[config.mk]
export PLATFORM = sky130hd
export DESIGN_NAME = z80_serial_bus_master_flat
export DESIGN_NICKNAME = d
export VERILOG_FILES = /design/src/rtl/z80_serial_bus_master_if.sv /design/src/rtl/z80_serial_bus_master.sv /design/src/flat_wrapper.sv
export SDC_FILE = /design/constraint.sdc
export NUM_CORES = 1
export LEC_CHECK = 0
export BUFFER_PORTS_ARGS = -buffer_cell sky130_fd_sc_hd__buf_2
export CORE_ASPECT_RATIO = 1.25
export CORE_UTILIZATION = 56
export CTS_CLUSTER_SIZE = 20
export DETAILED_ROUTE_END_ITERATION = 16
export MAX_ROUTING_LAYER = met4
export PLACE_DENSITY = 0.83
export SYNTH_ARGS = -nofsm -noshare
export SYNTH_HDL_FRONTEND = slang
export SYNTH_SLANG_ARGS = --single-unit
[constraint.sdc]
create_clock -name clk -period 2.4 [get_ports clk]
set_input_delay 0.72 -clock clk [delete_from_list [all_inputs] [get_ports clk]]
set_output_delay 0.72 -clock clk [all_outputs]
set_load 0.03 [all_outputs]
[src/rtl/z80_serial_bus_master_if.sv]
// Signal bundle between the serial bus master and its UART byte ports / Z80 memory bus.
// master: the bus-master block; slave: the surrounding UART + memory environment.
interface z80_serial_bus_master_if;
  logic        rx_valid;
  logic [7:0]  rx_byte;
  logic        tx_valid;
  logic [7:0]  tx_byte;
  logic        tx_busy;
  logic        bus_req;
  logic        bus_gnt;
  logic [15:0] addr;
  logic [7:0]  dout;
  logic [7:0]  din;
  logic        mreq_n;
  logic        rd_n;
  logic        wr_n;
  logic        wait_n;
  logic        active;
  logic        overrun;

  modport master (
    input  rx_valid, rx_byte, tx_busy, bus_gnt, din, wait_n,
    output tx_valid, tx_byte, bus_req, addr, dout, mreq_n, rd_n, wr_n, active, overrun
  );

  modport slave (
    output rx_valid, rx_byte, tx_busy, bus_gnt, din, wait_n,
    input  tx_valid, tx_byte, bus_req, addr, dout, mreq_n, rd_n, wr_n, active, overrun
  );
endinterface

[src/rtl/z80_serial_bus_master.sv]
// Serial command parser driving single Z80 memory read/write cycles as bus initiator.
// Commands: 'W' AH AL D -> write, reply 0x06; 'R' AH AL -> read, reply data; else reply 0x15.
module z80_serial_bus_master #(
  parameter int unsigned WAIT_TIMEOUT = 1024,
  parameter int unsigned RX_TIMEOUT   = 65535
) (
  input logic                    clk,
  input logic                    rst_n,
  z80_serial_bus_master_if.master bus
);

  localparam int unsigned WTW = (WAIT_TIMEOUT > 0) ? $clog2(WAIT_TIMEOUT + 1) : 1;
  localparam int unsigned RXW = (RX_TIMEOUT > 0) ? $clog2(RX_TIMEOUT + 1) : 1;
  localparam logic [7:0] OP_W = 8'h57;
  localparam logic [7:0] OP_R = 8'h52;
  localparam logic [7:0] ACK  = 8'h06;
  localparam logic [7:0] NAK  = 8'h15;

  typedef enum logic [2:0] {IDLE, GET_AH, GET_AL, GET_D, BUSREQ, STROBE, RESP} state_t;

  state_t         state, state_d;
  logic           is_wr, is_wr_d;
  logic [7:0]     ah, ah_d, al, al_d, data, data_d;
  logic [RXW-1:0] rx_cnt, rx_cnt_d;
  logic [WTW-1:0] wt_cnt, wt_cnt_d;
  logic           tx_valid_q, tx_valid_d;
  logic [7:0]     tx_byte_q, tx_byte_d;
  logic           bus_req_q, bus_req_d;
  logic [15:0]    addr_q, addr_d;
  logic [7:0]     dout_q, dout_d;
  logic           mreq_n_q, mreq_n_d, rd_n_q, rd_n_d, wr_n_q, wr_n_d;
  logic           active_q, active_d, overrun_q, overrun_d;
  logic           rx_expired, wt_expired, finish;

  // Counters saturate at the limit; a zero limit disables the check entirely.
  assign rx_expired = (RX_TIMEOUT != 0) && (rx_cnt == RXW'(RX_TIMEOUT - 1));
  assign wt_expired = (WAIT_TIMEOUT != 0) && (wt_cnt == WTW'(WAIT_TIMEOUT - 1));

  always_ff @(posedge clk) begin
    if (!rst_n) begin
      state      <= IDLE;
      is_wr      <= 1'b0;
      ah         <= '0;
      al         <= '0;
      data       <= '0;
      rx_cnt     <= '0;
      wt_cnt     <= '0;
      tx_valid_q <= 1'b0;
      tx_byte_q  <= '0;
      bus_req_q  <= 1'b0;
      addr_q     <= '0;
      dout_q     <= '0;
      mreq_n_q   <= 1'b1;
      rd_n_q     <= 1'b1;
      wr_n_q     <= 1'b1;
      active_q   <= 1'b0;
      overrun_q  <= 1'b0;
    end else begin
      state      <= state_d;
      is_wr      <= is_wr_d;
      ah         <= ah_d;
      al         <= al_d;
      data       <= data_d;
      rx_cnt     <= rx_cnt_d;
      wt_cnt     <= wt_cnt_d;
      tx_valid_q <= tx_valid_d;
      tx_byte_q  <= tx_byte_d;
      bus_req_q  <= bus_req_d;
      addr_q     <= addr_d;
      dout_q     <= dout_d;
      mreq_n_q   <= mreq_n_d;
      rd_n_q     <= rd_n_d;
      wr_n_q     <= wr_n_d;
      active_q   <= active_d;
      overrun_q  <= overrun_d;
    end
  end

  always_comb begin
    state_d    = state;
    is_wr_d    = is_wr;
    ah_d       = ah;
    al_d       = al;
    data_d     = data;
    rx_cnt_d   = rx_cnt;
    wt_cnt_d   = wt_cnt;
    tx_valid_d = tx_valid_q;
    tx_byte_d  = tx_byte_q;
    bus_req_d  = bus_req_q;
    addr_d     = addr_q;
    dout_d     = dout_q;
    mreq_n_d   = mreq_n_q;
    rd_n_d     = rd_n_q;
    wr_n_d     = wr_n_q;
    finish     = 1'b0;
    overrun_d  = bus.rx_valid && (state inside {BUSREQ, STROBE, RESP});

    if (!(wt_cnt == WTW'(WAIT_TIMEOUT)) && WAIT_TIMEOUT != 0)
      wt_cnt_d = wt_cnt + WTW'(1);
    if (!(rx_cnt == RXW'(RX_TIMEOUT)) && RX_TIMEOUT != 0)
      rx_cnt_d = rx_cnt + RXW'(1);

    case (state)
      IDLE: begin
        if (bus.rx_valid) begin
          rx_cnt_d = '0;
          if (bus.rx_byte == OP_W || bus.rx_byte == OP_R) begin
            is_wr_d = (bus.rx_byte == OP_W);
            state_d = GET_AH;
          end else begin
            tx_byte_d = NAK;
            state_d   = RESP;
          end
        end
      end
      GET_AH, GET_AL, GET_D: begin
        if (bus.rx_valid) begin
          rx_cnt_d = '0;
          if (state == GET_AH) begin
            ah_d    = bus.rx_byte;
            state_d = GET_AL;
          end else if (state == GET_AL) begin
            al_d    = bus.rx_byte;
            state_d = is_wr ? GET_D : BUSREQ;
          end else begin
            data_d  = bus.rx_byte;
            state_d = BUSREQ;
          end
          if (state_d == BUSREQ) begin
            bus_req_d = 1'b1;
            wt_cnt_d  = '0;
          end
        end else if (rx_expired) begin
          state_d = IDLE;
        end
      end
      BUSREQ: begin
        // A timeout on the grant edge wins: no strobe is started that late.
        if (wt_expired) begin
          tx_byte_d = NAK;
          finish    = 1'b1;
        end else if (bus.bus_gnt) begin
          addr_d   = {ah, al};
          mreq_n_d = 1'b0;
          if (is_wr) begin
            dout_d = data;
            wr_n_d = 1'b0;
          end else begin
            rd_n_d = 1'b0;
          end
          state_d = STROBE;
        end
      end
      STROBE: begin
        if (bus.wait_n) begin
          tx_byte_d = is_wr ? ACK : bus.din;
          finish    = 1'b1;
        end else if (wt_expired) begin
          tx_byte_d = NAK;
          finish    = 1'b1;
        end
      end
      RESP: begin
        if (!tx_valid_q) begin
          if (!bus.tx_busy) tx_valid_d = 1'b1;
        end else if (bus.tx_busy) begin
          tx_valid_d = 1'b0;
          state_d    = IDLE;
        end
      end
      default: state_d = IDLE;
    endcase

    if (finish) begin
      mreq_n_d  = 1'b1;
      rd_n_d    = 1'b1;
      wr_n_d    = 1'b1;
      bus_req_d = 1'b0;
      state_d   = RESP;
    end
    active_d = (state_d != IDLE);
  end

  assign bus.tx_valid = tx_valid_q;
  assign bus.tx_byte  = tx_byte_q;
  assign bus.bus_req  = bus_req_q;
  assign bus.addr     = addr_q;
  assign bus.dout     = dout_q;
  assign bus.mreq_n   = mreq_n_q;
  assign bus.rd_n     = rd_n_q;
  assign bus.wr_n     = wr_n_q;
  assign bus.active   = active_q;
  assign bus.overrun  = overrun_q;

endmodule

[src/flat_wrapper.sv]
// flat-port wrapper written by rule: the top's interface ports become plain ports
module z80_serial_bus_master_flat 
#(
  parameter int unsigned WAIT_TIMEOUT = 1024,
  parameter int unsigned RX_TIMEOUT   = 65535
)
  (clk, rst_n, bus_rx_valid, bus_rx_byte, bus_tx_busy, bus_bus_gnt, bus_din, bus_wait_n, bus_tx_valid, bus_tx_byte, bus_bus_req, bus_addr, bus_dout, bus_mreq_n, bus_rd_n, bus_wr_n, bus_active, bus_overrun);
  z80_serial_bus_master_if bus_i ();
  input logic clk;
  input logic rst_n;
  input wire logic [$bits(bus_i.rx_valid)-1:0] bus_rx_valid;
  input wire logic [$bits(bus_i.rx_byte)-1:0] bus_rx_byte;
  input wire logic [$bits(bus_i.tx_busy)-1:0] bus_tx_busy;
  input wire logic [$bits(bus_i.bus_gnt)-1:0] bus_bus_gnt;
  input wire logic [$bits(bus_i.din)-1:0] bus_din;
  input wire logic [$bits(bus_i.wait_n)-1:0] bus_wait_n;
  output wire logic [$bits(bus_i.tx_valid)-1:0] bus_tx_valid;
  output wire logic [$bits(bus_i.tx_byte)-1:0] bus_tx_byte;
  output wire logic [$bits(bus_i.bus_req)-1:0] bus_bus_req;
  output wire logic [$bits(bus_i.addr)-1:0] bus_addr;
  output wire logic [$bits(bus_i.dout)-1:0] bus_dout;
  output wire logic [$bits(bus_i.mreq_n)-1:0] bus_mreq_n;
  output wire logic [$bits(bus_i.rd_n)-1:0] bus_rd_n;
  output wire logic [$bits(bus_i.wr_n)-1:0] bus_wr_n;
  output wire logic [$bits(bus_i.active)-1:0] bus_active;
  output wire logic [$bits(bus_i.overrun)-1:0] bus_overrun;
  assign bus_i.rx_valid = bus_rx_valid;
  assign bus_i.rx_byte = bus_rx_byte;
  assign bus_i.tx_busy = bus_tx_busy;
  assign bus_i.bus_gnt = bus_bus_gnt;
  assign bus_i.din = bus_din;
  assign bus_i.wait_n = bus_wait_n;
  assign bus_tx_valid = bus_i.tx_valid;
  assign bus_tx_byte = bus_i.tx_byte;
  assign bus_bus_req = bus_i.bus_req;
  assign bus_addr = bus_i.addr;
  assign bus_dout = bus_i.dout;
  assign bus_mreq_n = bus_i.mreq_n;
  assign bus_rd_n = bus_i.rd_n;
  assign bus_wr_n = bus_i.wr_n;
  assign bus_active = bus_i.active;
  assign bus_overrun = bus_i.overrun;
  z80_serial_bus_master #(.WAIT_TIMEOUT(WAIT_TIMEOUT), .RX_TIMEOUT(RX_TIMEOUT)) u_core (.clk(clk), .rst_n(rst_n), .bus(bus_i));
endmodule
==> results.toml, run 1 <==
[routing]
met2WireLength_um = 4251
vias = 3401
drc_errors = 0
viasPerCell = 5.548
ant_nets = 0
met3WireLength_um = 350
drt-pass1-iter-count = 5
drt_iter0_drc = 296
topRoutingLayerUsed = "met4"
wire_per_inst_um = 13.83
met1Wirelength_um = 3662
routed_wl_um = 8479

[logic_synthesis]
synth_fp_nets = 491
yosysTopAreaCellShare_pct = 48.05
ys_seq_elements = 94
synth_area_leaders = "dfxtp_1, nand2_1, a21oi_1"
synth_cell_type_count = 50
async_flop_share_pct = 0
synth.most_common_cell = "nand2_1"
netlist_area_um2 = 3916
syn_area_per_cell_um2 = 8.422
seq_area_frac_synth_pct = 48.05
ys_warn_count = 0
synthTopCellsByCount = "nand2_1, dfxtp_1, a21oi_1"
synth_cells = 465
synth_flop_cell = "dfxtp_1"
synth-edff-count = 0
synth_top_area_cell = "dfxtp_1"

[global_route]
grt_pass1_wl_um = 14170
antenna_found_initial = 0
overflow = 0
grt_pass1_vias = 3187
track_usage_pct = 25.19
grt_max_degree = 42

[worst_setup_path]
worstPathRequired_ns = 2.65
crit_type = "flip-flop to flip-flop"
ff2ff_path_depth = 6
cp-end-kind = "flip-flop"
ff2ff_setup_slack_ns = 0.18
arrival_ns = 2.46
rr_endpoint = "u_core.bus.active$_SDFF_PN0_"
r2r_start = "u_core.wt_cnt[0]$_SDFF_PN0_"
start_kind = "flip-flop"
cp_max_fo = 18

[die]
die_x_um = 76.80
die_area_um2 = 7334
ios = 61
floorplan.initialDensity_pct = 58.91
die_y_um = 95.50
rows = 33
coreArea_um2 = 6648

[clock_tree]
cts_num_sinks = 94
clock_latency_ns = 0.36
cts_tree = "built"
cts_resized = 0
cts_buffer_depth = 2
cts_root_buffer = "clkbuf_8"
cts_setup_buffers = 0
h-tree-depth = 3
holdBufCountCts = 0
cts_buffers = 9
cts.clk_slew.worst_paths_ns = 0.09

[final_layout]
finish.utilization_pct = 67.61
stdcell_area_um2 = 4494
area_delta_synth_final_pct = 14.76
drive_above_1_share_pct = 17.30
n_antenna_cell = 0
layout.nets = 547

[power]
ir_drop_mv = 0.6192
p_leak_nw = 1.739
total_power_mw = 3.723
p_per_area_nw_per_um2 = 828.4

[placed_design]
dpl-instance-area_um2 = 4278
gp_congestion = 0.8437
dp_hpwl_um = 6025
port_buffers = 60

[worst_hold_path]
hp-start = "u_core.bus.bus_req$_SDFFE_PP0P_"
min_to = "u_core.bus.bus_req$_SDFFE_PP0P_"
min_path_cells = 2
hold_class = "flip-flop to flip-flop"

[job]
drv_cap = 0

[timing]
min_period_ns = 2.218
grt_setup_unrepaired = "no"
skew_ns = 0.01113
slew_violations = 0
holdWs_ns = 0.4538
fin_tns_setup_ns = 0
fin_crit_sh_pct = 92.42
setup_viol = 0
hold_viol_final = 0
maxSlewHeadroom_pct = 60.25
max_freq_ghz = 0.4508
worst_pin_slew_ns = 0.5813

[outcome]
status = "finished, final reports clean"
per-stage QoR:
stage | setup slack (ns) | instances
after floorplan | 0.2076 | 465
after global placement | 0.1216 | 597
after detailed placement | 0.08065 | 597
after CTS | 0.1467 | 613
after global routing | 0.03799 | 613
final | 0.1819 | 613
how the worst max path moves through the flow:
stage | startpoint | to | slack, ns | depth (start not counted)
after global routing | u_core.wt_cnt[0]$_SDFF_PN0_ | u_core.bus.active$_SDFF_PN0_ | 0.04 | 6
after floorplan | u_core.wt_cnt[0]$_SDFF_PN0_ | u_core.bus.active$_SDFF_PN0_ | 0.21 | 8
after global placement | bus_rx_byte[3] | u_core.bus.tx_byte[0]$_SDFFE_PN0P_ | 0.12 | 7
final | u_core.wt_cnt[0]$_SDFF_PN0_ | u_core.bus.active$_SDFF_PN0_ | 0.18 | 6
after detailed placement | bus_rx_byte[3] | u_core.bus.tx_byte[0]$_SDFFE_PN0P_ | 0.08 | 7
after CTS | u_core.wt_cnt[0]$_SDFF_PN0_ | u_core.bus.active$_SDFF_PN0_ | 0.15 | 6
power by group:
| part | internal [mW] | switching [mW] | total, mW | leakage (nW) |
|---|---|---|---|---|
| clock | 0.591 | 0.535 | 1.13 | 0.108 |
| combinational | 0.278 | 0.478 | 0.756 | 0.869 |
| sequential | 1.69 | 0.151 | 1.84 | 0.761 |
worst max-delay path, cell delays in order, from the launching register on:
cell       delay [ns]
dfxtp_1          0.40
ha_2             0.24
nand3_1          0.12
or4_4            0.55
and3_4           0.25
o311a_1          0.38
nand4bb_1        0.17
flip-flops by register name, summed over array words and instances (netlist names), 3 cells and up:
name                count
u_core.bus.addr        16
u_core.data             8
u_core.state            3
u_core.bus.tx_byte      8
u_core.ah               8
u_core.al               8
u_core.wt_cnt          11
u_core.bus.dout         8
u_core.rx_cnt          16
routing by layer:
layer / vias to the layer above / track usage [%]
li1: 1698 / -
met1: 1597 / 28.42
met2: 91 / 43.97
met3: 15 / 3.732
met4: 0 / 12.02
met5: - / -
cell families (layout without fill, tap and decap cells):
kind of cell             after synthesis  count (layout)  synth area share (%)
AND/OR/NAND/NOR                      216             216                 25.50
flip-flops                            94              94                 48.05
AO/OA/AOI/OAI                         82              82                 12.62
buffers and inverters                 30              91                 3.323
XOR/XNOR                              23              23                 5.144
multiplexers                          16              16                 4.089
adder cells (fa/ha/maj)                4               4                 1.278
area by class of cell:
| type | instances | area (um2) |
|---|---|---|
| fill | 557 | 2153 |
| multi-input combinational | 341 | 1907 |
| sequential | 94 | 1882 |
| timing repair buffer | 67 | 352.8 |
| clock buffer | 11 | 131.4 |
| tap | 87 | 108.9 |
| clock inverter | 5 | 82.58 |
| inverter | 8 | 30.03 |
cell usage in the layout, fill, tap and decap left out, types with 4 or more instances in the layout:
cell type	count
nand2_1	108
dfxtp_1	94
buf_2	60
a21oi_1	43
nor2_1	41
nand3_1	18
mux2i_1	16
xnor2_1	15
o21ai_0	11
nor2b_1	9
clkbuf_8	9
inv_1	8
xor2_1	8
nor3_1	7
buf_4	7
a31oi_1	6
a2111oi_0	5
and3_1	5
nand4_1	4
Power figures use the tool's default switching activity.
==> run 2, diff against run 1 <==
--- a/config.mk
+++ b/config.mk
@@ -7,11 +7,12 @@
 export LEC_CHECK = 0
 export BUFFER_PORTS_ARGS = -buffer_cell sky130_fd_sc_hd__buf_2
 export CORE_ASPECT_RATIO = 1.25
-export CORE_UTILIZATION = 56
+export CORE_UTILIZATION = 58
+export CTS_BUF_LIST = sky130_fd_sc_hd__clkbuf_2
 export CTS_CLUSTER_SIZE = 20
 export DETAILED_ROUTE_END_ITERATION = 16
 export MAX_ROUTING_LAYER = met4
-export PLACE_DENSITY = 0.83
+export PLACE_DENSITY = 0.78
 export SYNTH_ARGS = -nofsm -noshare
 export SYNTH_HDL_FRONTEND = slang
 export SYNTH_SLANG_ARGS = --single-unit
==> run 2 against run 1 <==
Against the previous run:
- critical endpoint unchanged
- maximum frequency down 2.1%
- combinational power up 3%
- highest routed layer unchanged
- design area down 2.1%
==> results.toml, run 2 (synthesis gave the netlist of run 1 again) <==
[outcome]
status = "finished, final reports clean"

[worst_setup_path]
cp_max_fo = 18
path_cells = "ha_1 > nand3_1 > or4_4 > and3_4 > o311a_1 > nand4bb_1"
slowest_stage = "or4_4"
crit_type = "flip-flop to flip-flop"
start_kind = "flip-flop"
arrival_ns = 2.74
cp-end-kind = "flip-flop"
slowest_delay_ns = 0.56
worstPathRequired_ns = 2.87

[timing]
maxSlewHeadroom_pct = 58.07
grt_setup_unrepaired = "no"
worst_pin_slew_ns = 0.6203
setup_viol = 0
hold_viol_final = 0
fin_tns_setup_ns = 0
fin_crit_sh_pct = 94.42
holdWs_ns = 0.3184
skew_ns = 0.02742
min_period_ns = 2.266
slew_violations = 0
max_freq_ghz = 0.4413

[placed_design]
gp_congestion = 0.8485
port_buffers = 60
place_inst = 597
dp_hpwl_um = 6011

[final_layout]
mostFrequentLayoutCell = "nand2_1"
drive_above_1_share_pct = 17.68
area_delta_synth_final_pct = 12.30
layout.cells.non_filler = 613
layout.nets = 547
n_antenna_cell = 0
regArea_um2 = 1883
finish.utilization_pct = 67.41
layout_common_cells = "nand2_1, dfxtp_1, buf_2, a21oi_1, nor2_1"
fill_cells = 591
multi_input_area_um2 = 1904

[die]
coreArea_um2 = 6524
die_y_um = 93.87
floorplan.initialDensity_pct = 60.03
rows = 33
die_area_um2 = 7087
die_x_um = 75.50
ios = 61

[clock_tree]
cts_buffers = 9
cts_tree = "built"
cts.clk_slew.worst_paths_ns = 0.26
h-tree-depth = 3
holdBufCountCts = 0
cts_num_sinks = 94
cts_buffer_depth = 2
clock_latency_ns = 0.57
cts_root_buffer = "clkbuf_2"

[job]
drv_cap = 0

[routing]
topRoutingLayerUsed = "met4"
vias = 3367
wire_per_inst_um = 13.75
met3WireLength_um = 308
drt-pass1-iter-count = 5
routed_wl_um = 8427
drc_errors = 0
met2WireLength_um = 4178
drt_iter0_drc = 198
ant_nets = 0
viasPerCell = 5.493
met1Wirelength_um = 3696

[power]
combPwrFrac_pct = 22.7
internal_power_mw = 2.229
pwr-share-seq_pct = 53.6
p_leak_nw = 1.706
power_switching_mw = 1.186
clock_power_share_pct = 23.7
sw_frac_of_total_pct = 34.73
ir_drop_mv = 0.5178
p_per_area_nw_per_um2 = 776.4

[worst_hold_path]
hold_class = "primary input to flip-flop"

[global_route]
antenna_found_initial = 0
grt_pass1_wl_um = 13820
grt_pass1_vias = 3067
overflow = 0
track_usage_pct = 26.36
grt_max_degree = 45
run 2: worst max-delay path, delay by kind of cell, from the launching register on:
family                   cells  cell delay (ns)
flip-flops                   1             0.42
AO/OA/AOI/OAI                1             0.38
AND/OR/NAND/NOR              4             1.12
adder cells (fa/ha/maj)      1             0.24
run 2: layer usage:
layer / track usage, % / up-vias
li1: - / 1699
met1: 31.25 / 1574
met2: 42.34 / 77
met3: 5.794 / 17
met4: 11.73 / 0
met5: - / -
run 2: layout make-up:
class | instances | area share, %
repair buffers | 67 | 8.023
flip-flops and latches | 94 | 42.82
clock inverters | 6 | 1.565
inverters | 8 | 0.6828
multi-input cells | 341 | 43.30
clock buffers | 10 | 1.138
well taps | 87 | 2.475
run 2: repair_timing:
item | CTS | global route
endpoints found under the setup margin | 0 | 1
resized for setup | 0 | 1
setup buffers | 0 | 0
hold endpoints to repair | 0 | 0
run 2: power groups by stage:
stage | logic, mW | registers, mW | clock network [mW]
after global placement | 0.757 | 1.85 | 0
after global routing | 0.856 | 1.85 | 0.884
after floorplan | 0.472 | 1.92 | 0
final | 0.775 | 1.83 | 0.810
after detailed placement | 0.774 | 1.86 | 0
after CTS | 0.778 | 1.83 | 0.822
run 2: final timing paths:
kind / from / to / slack [ns] / cells after the start
setup reg to reg: u_core.wt_cnt[0]$_SDFF_PN0_ / u_core.bus.active$_SDFF_PN0_ / 0.13 / 6
hold reg to reg: u_core.al[1]$_SDFFE_PN0P_ / u_core.bus.addr[1]$_SDFFE_PN0P_ / 0.45 / 2
hold / removal: bus_tx_busy / u_core.bus.tx_valid$_SDFFE_PN0P_ / 0.32 / 2
setup / recovery: u_core.wt_cnt[0]$_SDFF_PN0_ / u_core.bus.active$_SDFF_PN0_ / 0.13 / 6
run 2: per-stage QoR:
step / total power, mW / setup slack [ns] / area [um2]
final: 3.414 / 0.1340 / 4398
after global placement: 2.611 / 0.1170 / 4278
after floorplan: 2.395 / 0.2076 / 3916
after detailed placement: 2.633 / -0.002863 / 4278
after global routing: 3.589 / 0.03783 / 4398
after CTS: 3.428 / 0.09259 / 4397
==> run 3, diff against run 2 <==
--- a/config.mk
+++ b/config.mk
@@ -13,6 +13,7 @@
 export DETAILED_ROUTE_END_ITERATION = 16
 export MAX_ROUTING_LAYER = met4
 export PLACE_DENSITY = 0.78
+export REMOVE_ABC_BUFFERS = 1
 export SYNTH_ARGS = -nofsm -noshare
 export SYNTH_HDL_FRONTEND = slang
 export SYNTH_SLANG_ARGS = --single-unit
==> run 3 against run 2 <==
Against the previous run:
- maximum frequency decreased by 0.30%
- die area unchanged
- setup slack got worse by 0.0068 ns
==> results.toml, run 3 (synthesis gave the netlist of run 1 again) <==
[worst_setup_path]
r2r_start = "u_core.wt_cnt[0]$_SDFF_PN0_"
endpoint = "u_core.bus.active$_SDFF_PN0_"
ff2ff_path_depth = 6
arrival_ns = 2.73
cp-end-kind = "flip-flop"
worstPathRequired_ns = 2.86
cp_max_fo = 18
rr_endpoint = "u_core.bus.active$_SDFF_PN0_"
ff2ff_setup_slack_ns = 0.13
crit_type = "flip-flop to flip-flop"
start_kind = "flip-flop"
startpoint = "u_core.wt_cnt[0]$_SDFF_PN0_"

[die]
ios = 61
floorplan.initialDensity_pct = 60.03
rows = 33
die_area_um2 = 7087
coreArea_um2 = 6524
die_x_um = 75.50
die_y_um = 93.87

[power]
clock_power_share_pct = 23.7
pwr-share-seq_pct = 52.5
internal_power_mw = 2.235
ir_drop_mv = 0.4630
p_per_area_nw_per_um2 = 776.6
p_leak_nw = 1.721
power_switching_mw = 1.202
sw_frac_of_total_pct = 34.96
combPwrFrac_pct = 23.7

[routing]
ant_nets = 0
drt-pass1-iter-count = 4
vias = 3345
drc_errors = 0
routed_wl_um = 8301
wire_per_inst_um = 13.48
viasPerCell = 5.430
drt_iter0_drc = 208

[global_route]
grt_pass1_vias = 3086
grt_pass1_wl_um = 13680
track_usage_pct = 25.60
overflow = 0
antenna_found_initial = 0
grt_max_degree = 44

[timing]
fin_tns_setup_ns = 0
max_freq_ghz = 0.4400
worst_pin_slew_ns = 0.5820
setup_viol = 0
fin_crit_sh_pct = 94.70
min_period_ns = 2.273
grt_setup_unrepaired = "no"
maxSlewHeadroom_pct = 60.20
slew_violations = 0
skew_ns = 0.03045
hold_viol_final = 0

[job]
drv_cap = 0

[final_layout]
layout.cells.non_filler = 616
area_delta_synth_final_pct = 13.00
mostFrequentLayoutCell = "nand2_1"
n_antenna_cell = 0
drive_above_1_share_pct = 17.96
stdcell_area_um2 = 4425
layout_common_cells = "nand2_1, dfxtp_1, buf_2, a21oi_1, nor2_1"
layout.nets = 550

[placed_design]
dp_hpwl_um = 5868
port_buffers = 60
place_inst = 600
dpl-instance-area_um2 = 4300
gp_congestion = 0.8471

[clock_tree]
cts_buffer_depth = 2
cts_root_buffer = "clkbuf_2"
cts_num_sinks = 94
cts.clk_slew.worst_paths_ns = 0.27
holdBufCountCts = 0
cts_buffers = 9
clock_latency_ns = 0.56
h-tree-depth = 3
cts_tree = "built"

[outcome]
status = "finished, final reports clean"

[worst_hold_path]
hp-start = "bus_din[5]"
hold_class = "primary input to flip-flop"
## run 3: changes by cell type in the layout (fill, tap and decap cells not counted)
cell / change
clkbuf_2: -1
buf_4: +3
clkinv_2: -1
clkinv_1: +1
inv_8: +1
## run 3: how the worst min path moves through the flow
stage	slack, ns	to	cells after the start
after detailed placement	0.45	u_core.bus.addr[11]$_SDFFE_PN0P_	2
after global routing	0.34	u_core.bus.tx_valid$_SDFFE_PN0P_	2
final	0.34	u_core.bus.tx_byte[5]$_SDFFE_PN0P_	3
after CTS	0.32	u_core.bus.tx_valid$_SDFFE_PN0P_	2
after floorplan	0.43	u_core.bus.addr[10]$_SDFFE_PN0P_	2
after global placement	0.44	u_core.bus.bus_req$_SDFFE_PP0P_	2
## run 3: final cells by class
cell class / count / area, um2
Multi-Input combinational cell: 341 / 1904
Clock inverter: 7 / 78.83
Sequential cell: 94 / 1883
Timing Repair Buffer: 70 / 375.4
Fill cell: 578 / 2098
Inverter: 8 / 30.03
Tap cell: 87 / 108.9
Clock buffer: 9 / 45.04
## run 3: per-stage QoR
stage	utilization, %	worst slack, ns	total power, mW	hold slack, ns
2_1_floorplan	-	0.2509	2.355	0.4313
3_3_place_gp	65.92	0.08170	2.615	0.4377
3_5_place_dp	65.92	0.001317	2.641	0.4451
4_1_cts	67.82	0.08547	3.446	0.3170
5_1_grt	67.84	0.03526	3.618	0.3397
6_report	67.84	0.1273	3.437	0.3366
## run 3: power groups by stage
stage	Sequential (mW)	Combinational (mW)	Clock [mW]
after floorplan	1.97	0.388	0
after global placement	1.83	0.786	0
after detailed placement	1.83	0.807	0
after CTS	1.80	0.814	0.829
after global routing	1.82	0.900	0.894
final	1.81	0.816	0.815
## run 3: critical path, cell delays in order, from the launching register on
cell and delay (ns):
dfxtp_2 0.43, ha_1 0.24, nand3_1 0.14, or4_4 0.56, and3_4 0.26, o311a_1 0.37, nand4bb_1 0.17
## run 3: what timing repair did
action,CTS,global route
resized for setup,0,1
setup buffers,0,0
setup endpoints to repair,0,1
## run 3: per-layer routing
metal	track usage, %	vias to the layer above	share of wire (%)
li1	-	1713	-
met1	33.11	1536	48
met2	40.18	84	46
met3	3.433	12	4.6
met4	10.19	0	1.5
met5	-	-	0
